`src/rtl/secuenciador_lectura_rtc_if.sv`:
```
// Read port between the RTC sweep sequencer and the bus interface.
//   req      : read request, held until ack or abort
//   dir      : RTC register address, stable while req=1
//   ack      : read complete, dato_bcd valid in the same cycle
//   dato_bcd : BCD byte returned by the RTC
// master = sequencer side, slave = bus interface side.
interface secuenciador_lectura_rtc_if;
    logic       req;
    logic [7:0] dir;
    logic       ack;
    logic [7:0] dato_bcd;

    modport master (output req, output dir, input ack, input dato_bcd);
    modport slave  (input req, input dir, output ack, output dato_bcd);
endinterface

```
`src/rtl/secuenciador_lectura_rtc.sv`:
```
// RTC read sequencer: on each iniciar pulse it reads the six BCD time/date
// registers (seg, min, hora, dia, mes, anio) at DIR_BASE..DIR_BASE+5,
// converts them to binary, range-checks them and updates a registered
// binary bank. Bad fields keep their old value and flag an error bit; a
// missing ack aborts the sweep with timeout.
//   clk, reset   : clock, asynchronous active-low reset
//   iniciar      : start pulse, only honoured while idle
//   bus          : req/dir/ack/dato_bcd read port (master side)
//   ocupado      : sweep in progress
//   seg..anio    : stored binary fields
//   listo        : one-cycle pulse at the end of a completed sweep
//   error        : sticky per-field fault, bit0=seg .. bit5=anio
//   timeout      : sticky, sweep aborted waiting for ack
module secuenciador_lectura_rtc #(
    parameter logic [7:0] DIR_BASE = 8'h21,
    parameter logic [7:0] TIMEOUT  = 8'd255
) (
    input  logic                        clk,
    input  logic                        reset,
    input  logic                        iniciar,
    secuenciador_lectura_rtc_if.master  bus,
    output logic                        ocupado,
    output logic [6:0]                  seg,
    output logic [6:0]                  min,
    output logic [6:0]                  hora,
    output logic [6:0]                  dia,
    output logic [6:0]                  mes,
    output logic [6:0]                  anio,
    output logic                        listo,
    output logic [5:0]                  error,
    output logic                        timeout
);

    typedef enum logic [1:0] {REPOSO, ESPERAR, CONVERTIR, FIN} estado_t;

    estado_t          state_q, state_d;
    logic [2:0]       idx_q, idx_d;
    logic [7:0]       cnt_q, cnt_d;
    logic [7:0]       dato_q, dato_d;
    logic [5:0][6:0]  campo_q, campo_d;
    logic [5:0]       error_q, error_d;
    logic             timeout_q, timeout_d;
    logic             req_q, req_d;
    logic [7:0]       dir_q, dir_d;
    logic             listo_q, listo_d;
    logic             ocupado_q, ocupado_d;

    // Last wait cycle: counter starts at 0 on the first ESPERAR cycle, so
    // req stays high for exactly TIMEOUT cycles before aborting.
    logic espera_agotada;
    assign espera_agotada = (cnt_q == TIMEOUT - 8'd1);

    // BCD to binary on the captured byte; any non-decimal nibble maps to
    // 7'h7F, which is outside every field range.
    logic [3:0] nib_h, nib_l;
    logic [6:0] bin;
    assign nib_h = dato_q[7:4];
    assign nib_l = dato_q[3:0];

    always_comb begin
        if (nib_h > 4'd9 || nib_l > 4'd9)
            bin = 7'h7F;
        else
            bin = {nib_h, 3'b000} + {2'b00, nib_h, 1'b0} + {3'b000, nib_l};
    end

    // Per-field valid range
    logic [6:0] lim_min, lim_max;
    logic       en_rango;

    always_comb begin
        lim_min = 7'd0;
        lim_max = 7'd0;
        case (idx_q)
            3'd0:    begin lim_min = 7'd0; lim_max = 7'd59; end
            3'd1:    begin lim_min = 7'd0; lim_max = 7'd59; end
            3'd2:    begin lim_min = 7'd0; lim_max = 7'd23; end
            3'd3:    begin lim_min = 7'd1; lim_max = 7'd31; end
            3'd4:    begin lim_min = 7'd1; lim_max = 7'd12; end
            3'd5:    begin lim_min = 7'd0; lim_max = 7'd99; end
            default: begin lim_min = 7'd0; lim_max = 7'd0;  end
        endcase
    end

    assign en_rango = (bin >= lim_min) && (bin <= lim_max);

    // State register
    always_ff @(posedge clk or negedge reset) begin
        if (!reset) state_q <= REPOSO;
        else        state_q <= state_d;
    end

    // Next state
    always_comb begin
        state_d = state_q;
        case (state_q)
            REPOSO:    if (iniciar) state_d = ESPERAR;
            ESPERAR: begin
                if (bus.ack)             state_d = CONVERTIR;
                else if (espera_agotada) state_d = REPOSO;
            end
            CONVERTIR: state_d = (idx_q == 3'd5) ? FIN : ESPERAR;
            FIN:       state_d = REPOSO;
            default:   state_d = REPOSO;
        endcase
    end

    // Datapath and outputs; req/dir/listo/ocupado are decoded from the
    // next state so they leave flops aligned with the state they describe.
    always_comb begin
        idx_d     = idx_q;
        cnt_d     = cnt_q;
        dato_d    = dato_q;
        campo_d   = campo_q;
        error_d   = error_q;
        timeout_d = timeout_q;
        case (state_q)
            REPOSO: begin
                if (iniciar) begin
                    error_d   = 6'b0;
                    timeout_d = 1'b0;
                    idx_d     = 3'd0;
                    cnt_d     = 8'd0;
                end
            end
            ESPERAR: begin
                cnt_d = cnt_q + 8'd1;
                if (bus.ack)             dato_d    = bus.dato_bcd;
                else if (espera_agotada) timeout_d = 1'b1;
            end
            CONVERTIR: begin
                for (int i = 0; i < 6; i++) begin
                    if (idx_q == 3'(i)) begin
                        if (en_rango) campo_d[i] = bin;
                        else          error_d[i] = 1'b1;
                    end
                end
                idx_d = idx_q + 3'd1;
                cnt_d = 8'd0;
            end
            default: ;
        endcase

        req_d     = (state_d == ESPERAR);
        dir_d     = req_d ? DIR_BASE + {5'b0, idx_d} : 8'h00;
        listo_d   = (state_d == FIN);
        ocupado_d = (state_d != REPOSO);
    end

    always_ff @(posedge clk or negedge reset) begin
        if (!reset) begin
            idx_q     <= 3'd0;
            cnt_q     <= 8'd0;
            dato_q    <= 8'h00;
            campo_q   <= '0;
            error_q   <= 6'b0;
            timeout_q <= 1'b0;
            req_q     <= 1'b0;
            dir_q     <= 8'h00;
            listo_q   <= 1'b0;
            ocupado_q <= 1'b0;
        end else begin
            idx_q     <= idx_d;
            cnt_q     <= cnt_d;
            dato_q    <= dato_d;
            campo_q   <= campo_d;
            error_q   <= error_d;
            timeout_q <= timeout_d;
            req_q     <= req_d;
            dir_q     <= dir_d;
            listo_q   <= listo_d;
            ocupado_q <= ocupado_d;
        end
    end

    assign bus.req = req_q;
    assign bus.dir = dir_q;
    assign ocupado = ocupado_q;
    assign listo   = listo_q;
    assign error   = error_q;
    assign timeout = timeout_q;
    assign seg     = campo_q[0];
    assign min     = campo_q[1];
    assign hora    = campo_q[2];
    assign dia     = campo_q[3];
    assign mes     = campo_q[4];
    assign anio    = campo_q[5];

endmodule
```
`src/flat_wrapper.sv`:
```
// flat-port wrapper written by rule: the top's interface ports become plain ports
module secuenciador_lectura_rtc_flat 
#(
    parameter logic [7:0] DIR_BASE = 8'h21,
    parameter logic [7:0] TIMEOUT  = 8'd255
)
  (clk, reset, iniciar, ocupado, seg, min, hora, dia, mes, anio, listo, error, timeout, bus_req, bus_dir, bus_ack, bus_dato_bcd);
  secuenciador_lectura_rtc_if bus_i ();
  input  logic clk;
  input  logic reset;
  input  logic iniciar;
  output logic ocupado;
  output logic [6:0] seg;
  output logic [6:0] min;
  output logic [6:0] hora;
  output logic [6:0] dia;
  output logic [6:0] mes;
  output logic [6:0] anio;
  output logic listo;
  output logic [5:0] error;
  output logic timeout;
  output wire logic [$bits(bus_i.req)-1:0] bus_req;
  output wire logic [$bits(bus_i.dir)-1:0] bus_dir;
  input wire logic [$bits(bus_i.ack)-1:0] bus_ack;
  input wire logic [$bits(bus_i.dato_bcd)-1:0] bus_dato_bcd;
  assign bus_req = bus_i.req;
  assign bus_dir = bus_i.dir;
  assign bus_i.ack = bus_ack;
  assign bus_i.dato_bcd = bus_dato_bcd;
  secuenciador_lectura_rtc #(.DIR_BASE(DIR_BASE), .TIMEOUT(TIMEOUT)) u_core (.clk(clk), .reset(reset), .iniciar(iniciar), .bus(bus_i), .ocupado(ocupado), .seg(seg), .min(min), .hora(hora), .dia(dia), .mes(mes), .anio(anio), .listo(listo), .error(error), .timeout(timeout));
endmodule
```
`config.mk`:
```
export PLATFORM = sky130hd
export DESIGN_NAME = secuenciador_lectura_rtc_flat
export DESIGN_NICKNAME = d
export VERILOG_FILES = /design/src/rtl/secuenciador_lectura_rtc_if.sv /design/src/rtl/secuenciador_lectura_rtc.sv /design/src/flat_wrapper.sv
export SDC_FILE = /design/constraint.sdc
export NUM_CORES = 1
export LEC_CHECK = 0
export ABC_AREA = 1
export BUFFER_PORTS_ARGS = -buffer_cell sky130_fd_sc_hd__buf_4
export CAP_MARGIN = 20
export CORE_MARGIN = 2
export CORE_UTILIZATION = 31
export DETAILED_ROUTE_END_ITERATION = 12
export SLEW_MARGIN = 20
export SYNTH_ARGS = -nofsm -noshare
export SYNTH_HDL_FRONTEND = slang
export SYNTH_SLANG_ARGS = --single-unit
```
`constraint.sdc`:
```
create_clock -name clk -period 5.02 [get_ports clk]
set_clock_uncertainty 0.2 [all_clocks]
set_input_delay 1.004 -clock clk [delete_from_list [all_inputs] [get_ports clk]]
set_output_delay 1.004 -clock clk [all_outputs]
set_load 0.005 [all_outputs]
```
==> results of run 1 <==
[placed cells by master (no fill, tap or decap), drive strengths merged, types with 2 or more instances in the layout]
master    count
nand2       190
dfrtp        77
buf          68
inv          55
nor2         39
ha           23
o21ai        14
nand3        14
a21oi        14
clkbuf       11
nand4         9
mux2          4
nor3          3
o22ai         3
conb          3
clkinvlp      3
fa            2
[cells by family (layout without fill, tap and decap cells)]
kind of cell / Yosys count / in the layout
adder cells (fa/ha/maj): 25 / 25
multiplexers: 4 / 4
XOR/XNOR: 2 / 2
AND/OR/NAND/NOR: 256 / 256
flip-flops: 77 / 77
buffers and inverters: 62 / 138
other: 1 / 3
AO/OA/AOI/OAI: 35 / 35
[worst max-delay path, delay by kind of cell, from the launching register on]
kind | cells | cell delay [ns]
buffers and inverters | 4 | 0.53
and+or+nand+nor | 10 | 1.07
adders and majority gates | 3 | 1.32
AOI/OAI and AO/OA | 2 | 0.32
DFF | 1 | 0.40
[metal layers]
layer / track usage, % / vias to the layer above
met5: 0 / -
li1: - / 1586
met3: 2.80 / 7
met4: 5.96 / 0
met1: 18.4 / 1446
met2: 23.0 / 65
[registers in the layout (all words and copies together), names as in the netlist]
signal,cells
u_core.anio,7
u_core.seg,7
u_core.dia,7
u_core.dato_q,8
u_core.bus.dir,5
u_core.hora,7
u_core.timeout,1
u_core.idx_q,3
u_core.mes,7
u_core.min,7
u_core.ocupado,1
u_core.listo,1
u_core.state_q,2
u_core.error,6
u_core.cnt_q,8
[through the flow]
step	setup slack [ns]	std cells	hold slack (ns)	utilization, %	instance area [um2]
floorplan	1.54	464	0.264	-	3950
global placement	1.26	696	0.258	36.8	4610
detailed placement	1.04	696	0.260	36.8	4610
CTS	1.03	712	0.275	39.0	4880
global route	0.769	712	0.290	39.0	4880
finish	1.04	712	0.268	39.0	4880
[power by group through the flow]
| stage | Clock, mW | Sequential (mW) | Combinational [mW] |
|---|---|---|---|
| 2_1_floorplan | 0 | 0.943 | 0.890 |
| 3_3_place_gp | 0 | 0.964 | 1.34 |
| 3_5_place_dp | 0 | 0.969 | 1.38 |
| 4_1_cts | 0.608 | 0.961 | 1.38 |
| 5_1_grt | 0.633 | 0.989 | 1.54 |
| 6_report | 0.590 | 0.957 | 1.37 |
[area by class of cell]
cell class,count,area share (%)
Multi-Input combinational cell,325,35.9
Timing Repair Buffer,68,10.5
Tap cell,172,4.41
Clock buffer,11,4.77
Clock inverter,5,0.744
Inverter,54,4.21
Sequential cell,77,39.5
[final timing paths]
kind / slack (ns) / end / depth (start not counted) / start
setup / recovery: 1.04 / u_core.seg[2] / 19 / u_core.dato_q[6]
hold / removal: 0.27 / u_core.seg[0] / 2 / u_core.seg[0]
setup reg to reg: 1.04 / u_core.seg[2] / 19 / u_core.dato_q[6]
hold reg to reg: 0.27 / u_core.seg[0] / 2 / u_core.seg[0]
max in group asynchronous: 3.38 / u_core.mes[3] / 1 / reset
min in group asynchronous: 0.62 / u_core.bus.dir[1] / 1 / reset
==> results.yml, run 1 <==
pwr:
  ir_drop_mv: 0.246
  p_leak_nw: 2.68
  clock_power_share_pct: 20.2
  pwr-share-seq_pct: 32.9
  pwr-share-comb_pct: 46.9
  internal-power_mw: 1.68
  p_total_mw: 2.91
  swShare_pct: 42.2
  p_sw_mw: 1.23
  powerDensity_nw_per_um2: 597
detailed_routing:
  vias_per_cell: 4.36
  drc: 0
  wl_met2_um: 4330
  route.vias.total: 3104
  route.met3.wl_um: 379
  ant_nets: 0
  routed.top_layer: "met4"
  met1_length_um: 4210
  wl_per_cell_um: 12.7
  first_pass_iters: 4
  wirelength_um: 9020
  drt_iter0_markers: 214
critical_path:
  worstSetupPathType: "flop to flop"
  end_kind: "flop"
  critical-path-max-stage-delay_ns: 0.51
  cp_max_fo: 18
  worstPathArrival_ns: 4.01
  crit_required_ns: 5.04
  cpMostUsedCell: "nand2_1"
  path_cells: "inv_1 > fa_1 > fa_1 > inv_1 > nand2_1 > nand2_1 > a21oi_1 > nor2_2 > inv_1 > ha_1 > nand2_1 > nor2_1 > nand3_1 > a21oi_4 > nand2_8 > inv_4 > nand2_4 > nand2_1 > nand2_1"
  start_kind: "flop"
  cpMaxStageDelayCell: "fa_1"
global_routing:
  grt_max_degree: 78
  antenna_found_initial: 0
  grt_pass1_wl_um: 14800
  grt_pass1_vias: 3079
  grt.total_usage_pct: 14.1
  overflow: 0
layout:
  fillers: 1317
  seq_area_um2: 1930
  finalNetCount: 572
  multiInputGateArea_um2: 1750
  synthToLayoutAreaGrowth_pct: 23.9
  antenna_cells: 0
  drive_gt1_share_pct: 21.5
timing:
  slew_headroom_pct: 36.6
  setup_violations: 0
  rsz0062_at_grt: "false"
  fmax_ghz: 0.251
  slew_violations: 0
  fin_crit_ns: 3.98
  tightestPinTransition_ns: 0.951
  fin_crit_sh_pct: 79.4
  hold_viol_final: 0
  finalSetupTns_ns: 0
die:
  fp-row-count: 41
  core-area_um2: 12500
  die_w_um: 117
  die_area_um2: 13600
  io_pins: 72
  die_h_um: 117
  start_util_pct: 31.5
synthesis:
  synth_top_family_by_area: "simple AND/OR/NAND/NOR gates"
  synthAdderAreaFrac_pct: 8.33
  ys_top_cells_by_count: "182 x nand2_1, 77 x dfrtp_1, 49 x inv_1"
  synth_largest_area_cell: "dfrtp_1"
  yosys_warnings: 0
  avgSynthCellArea_um2: 8.52
  netlist_top_cells_area: "dfrtp_1 49%, nand2_1 17%, ha_1 7.3%"
  synthCells: 462
  synth-edff-count: 0
  yosys_register_bits: 77
  synth_mux_area_share_pct: 1.14
  synth_top_area_share_pct: 48.9
  synthArstFlopShare_pct: 100
  synth-compound-area-share_pct: 5.27
  netlist_area_um2: 3940
  yosysMostFrequentCell: "nand2_1"
  ys_types: 35
  synthSimpleGateAreaFrac_pct: 28.8
  synth_ff_type: "dfrtp_1"
  synthXorXnorAreaFrac_pct: 0.636
  yosysSeqAreaShare_pct: 48.9
clocking:
  cts_setup_buffers: 0
  numCtsBuffers: 9
  clk_latency_ns: 0.33
  cts_resized: 0
  clock_sinks: 77
  cts_hold_buf: 0
  cts_root_buffer: "clkbuf_16"
  clockBufferDepth: 2
  clk_pin_slew_worst_paths_ns: 0.06
  cts_tree: "built"
  htreeDepth: 3
placement:
  gp_congestion: 0.854
  io_buffer_count: 68
  hpwl_um: 6590
outcome:
  outcome: "completed"
worst_hold_path:
  hold_class: "flop to flop"
flow_run:
  cap_violations: 0
No activity file was read; power rests on OpenSTA's default activity.
==> run 2: changes to the inputs <==
Settings changed: ABC_AREA 1 to 0.
Clock period 5.02 ns to 3.95 ns, I/O delays scaled along.
==> run 2 against run 1 <==
First-iteration DRC count fell by 45%. Setup slack got worse by 0.86 ns. Die area fell by 5.1%. Clock power rose by 34%. Critical endpoint is now u_core.hora[6]. Largest cell class unchanged. Largest power group unchanged.
==> results.yml, run 2 <==
layout:
  drive_gt1_share_pct: 40.8
  antenna_cells: 0
  final_common_cell: "dfrtp_1"
  most-common-layout-cells: "77 x dfrtp_1, 74 x buf_4, 49 x mux2_2"
  finalNetCount: 422
  synthToLayoutAreaGrowth_pct: 30.4
  design_area_um2: 4860
  layout.cells.non_filler: 537
  reg_top3: "u_core.cnt_q x8, u_core.dato_q x8"
critical_path:
  worstSetupPathType: "flop to flop"
  critical-path-max-stage-delay_ns: 0.41
  worstPathArrival_ns: 3.78
  path_cells: "ha_1 > ha_1 > inv_1 > fa_2 > nand2b_4 > a21oi_4 > xor2_4 > nand2b_4 > ha_4 > nand4_1 > a21oi_2 > o22ai_4 > buf_6 > o211ai_4 > mux2_2"
  reg2reg_from: "u_core.dato_q[5]"
  start_kind: "flop"
  startpoint: "u_core.dato_q[5]"
  end_kind: "flop"
  crit_buf_inv: 2
  cpMaxStageDelayCell: "dfrtp_1"
  crit_family: "adder cells"
  crit_required_ns: 3.96
  cp_max_fo: 7
die:
  fp-row-count: 40
  io_pins: 72
  die_w_um: 114
  start_util_pct: 31.5
  core-area_um2: 11900
  die_area_um2: 12900
  die_h_um: 114
pwr:
  clock_power_share_pct: 19.3
  swShare_pct: 41.4
  pwr-share-seq_pct: 28.8
  p_total_mw: 4.10
  p_sw_mw: 1.70
  internal-power_mw: 2.40
  powerDensity_nw_per_um2: 844
  ir_drop_mv: 0.356
  pwr-share-comb_pct: 51.9
  p_leak_nw: 2.39
synthesis:
  yosys_warnings: 0
  ys_top_cells_by_count: "77 x dfrtp_1, 50 x mux2_2, 23 x ha_1"
  netlist_top_cells_area: "dfrtp_1 52%, mux2_2 15%, ha_1 7.7%"
  ys_types: 43
  synthCells: 305
  yosysMostFrequentCell: "dfrtp_1"
  yosys_register_bits: 77
  yosysSeqAreaShare_pct: 51.6
  synth-edff-count: 0
  netlist_area_um2: 3730
  synth_ff_type: "dfrtp_1"
  avgSynthCellArea_um2: 12.2
  synth_top_area_share_pct: 51.6
  synth_largest_area_cell: "dfrtp_1"
  synthArstFlopShare_pct: 100
clocking:
  cts_root_buffer: "clkbuf_16"
  numCtsBuffers: 9
  cts_tree: "built"
  clock_sinks: 77
  clk_pin_slew_worst_paths_ns: 0.07
  clockBufferDepth: 2
  cts_hold_buf: 0
  clk_latency_ns: 0.33
  htreeDepth: 3
detailed_routing:
  drc: 0
  route.vias.total: 2570
  first_pass_iters: 6
  vias_per_cell: 4.79
  wl_per_cell_um: 15.1
  drt_iter0_markers: 117
  wirelength_um: 8100
  ant_nets: 0
placement:
  gp_congestion: 0.810
  postPlaceCellArea_um2: 4550
  hpwl_um: 6030
  place_ws_ns: 0.0937
  io_buffer_count: 68
  dp_cells: 520
worst_hold_path:
  hold_class: "primary input to asynchronous set/reset pin"
global_routing:
  antenna_found_initial: 0
  grt_pass1_vias: 2637
  overflow: 0
  grt_max_degree: 78
  grt_pass1_wl_um: 13700
  grt.total_usage_pct: 13.6
timing:
  tightestPinTransition_ns: 0.689
  fin_crit_sh_pct: 95.6
  slew_violations: 0
  setup_violations: 0
  fin_crit_ns: 3.78
  hold_viol_final: 0
  slew_headroom_pct: 54.0
  finalSetupTns_ns: 0
  rsz0062_at_grt: "false"
  setup_slack_ns: 0.173
  fmax_ghz: 0.265
flow_run:
  cap_violations: 0
outcome:
  outcome: "completed"
-- run 2: changes by cell type in the layout (fill, tap and decap cells not counted), sizes merged, moves of 7 or more --
cell	previous run	this run
buf	68	76
inv	55	25
mux2	4	50
nand2	190	14
nand3	14	7
nor2	39	16
o211ai	0	7
-- run 2: power groups by stage --
| stage | registers [mW] | logic (mW) | clock network [mW] |
|---|---|---|---|
| after floorplan | 1.14 | 1.44 | 0 |
| after global placement | 1.19 | 2.09 | 0 |
| after detailed placement | 1.20 | 2.13 | 0 |
| after CTS | 1.18 | 2.14 | 0.813 |
| after global routing | 1.21 | 2.41 | 0.856 |
| final | 1.18 | 2.13 | 0.793 |
-- run 2: final timing paths --
path,end,depth (start not counted),slack (ns)
max in group asynchronous,u_core.dato_q[6],2,2.72
min reg2reg,u_core.cnt_q[7],1,0.30
min in group clk,u_core.cnt_q[7],1,0.30
min,u_core.dia[1],1,0.23
max reg2reg,u_core.hora[6],15,0.17
max,u_core.hora[6],15,0.17
-- run 2: cell type report --
cell class / instances / area (um2)
Clock buffer: 9 / 225
Clock inverter: 7 / 63.8
Fill cell: 1132 / 7000
Inverter: 20 / 75.1
Multi-Input combinational cell: 201 / 1800
Sequential cell: 77 / 1930
Tap cell: 147 / 184
Timing Repair Buffer: 76 / 587
-- run 2: layer usage --
metal  share of wire [%]  global-route usage (%)
met5                   0                       0
met4                0.52                    3.66
met3                 4.7                    3.45
met2                  46                    21.5
met1                  48                    18.6
-- run 2: through the flow --
| stage | utilization [%] | hold WS, ns |
|---|---|---|
| after global routing | 41.0 | 0.267 |
| after global placement | 38.3 | 0.281 |
| after floorplan | - | 0.257 |
| after detailed placement | 38.3 | 0.287 |
| after CTS | 40.8 | 0.300 |
| final | 41.0 | 0.225 |
-- run 2: timing repair --
| item | CTS | global route |
|---|---|---|
| buffers inserted | 0 | 0 |
| endpoints found under the setup margin | 0 | 35 |
| resized for setup | 0 | 2 |
| hold endpoints to repair | 0 | 0 |
-- run 2: cells by family (layout without fill, tap and decap cells) --
kind of cell / after synthesis / count (layout) / share of synthesized area (%)
buffers and inverters: 29 / 112 / 3.35
multiplexers: 50 / 50 / 15.1
AO/OA/AOI/OAI: 53 / 53 / 11.0
flip-flops: 77 / 77 / 51.6
adder cells (fa/ha/maj): 25 / 25 / 8.79
XOR/XNOR: 3 / 3 / 0.906
AND/OR/NAND/NOR: 67 / 67 / 9.16
other: 1 / 3 / 0.101
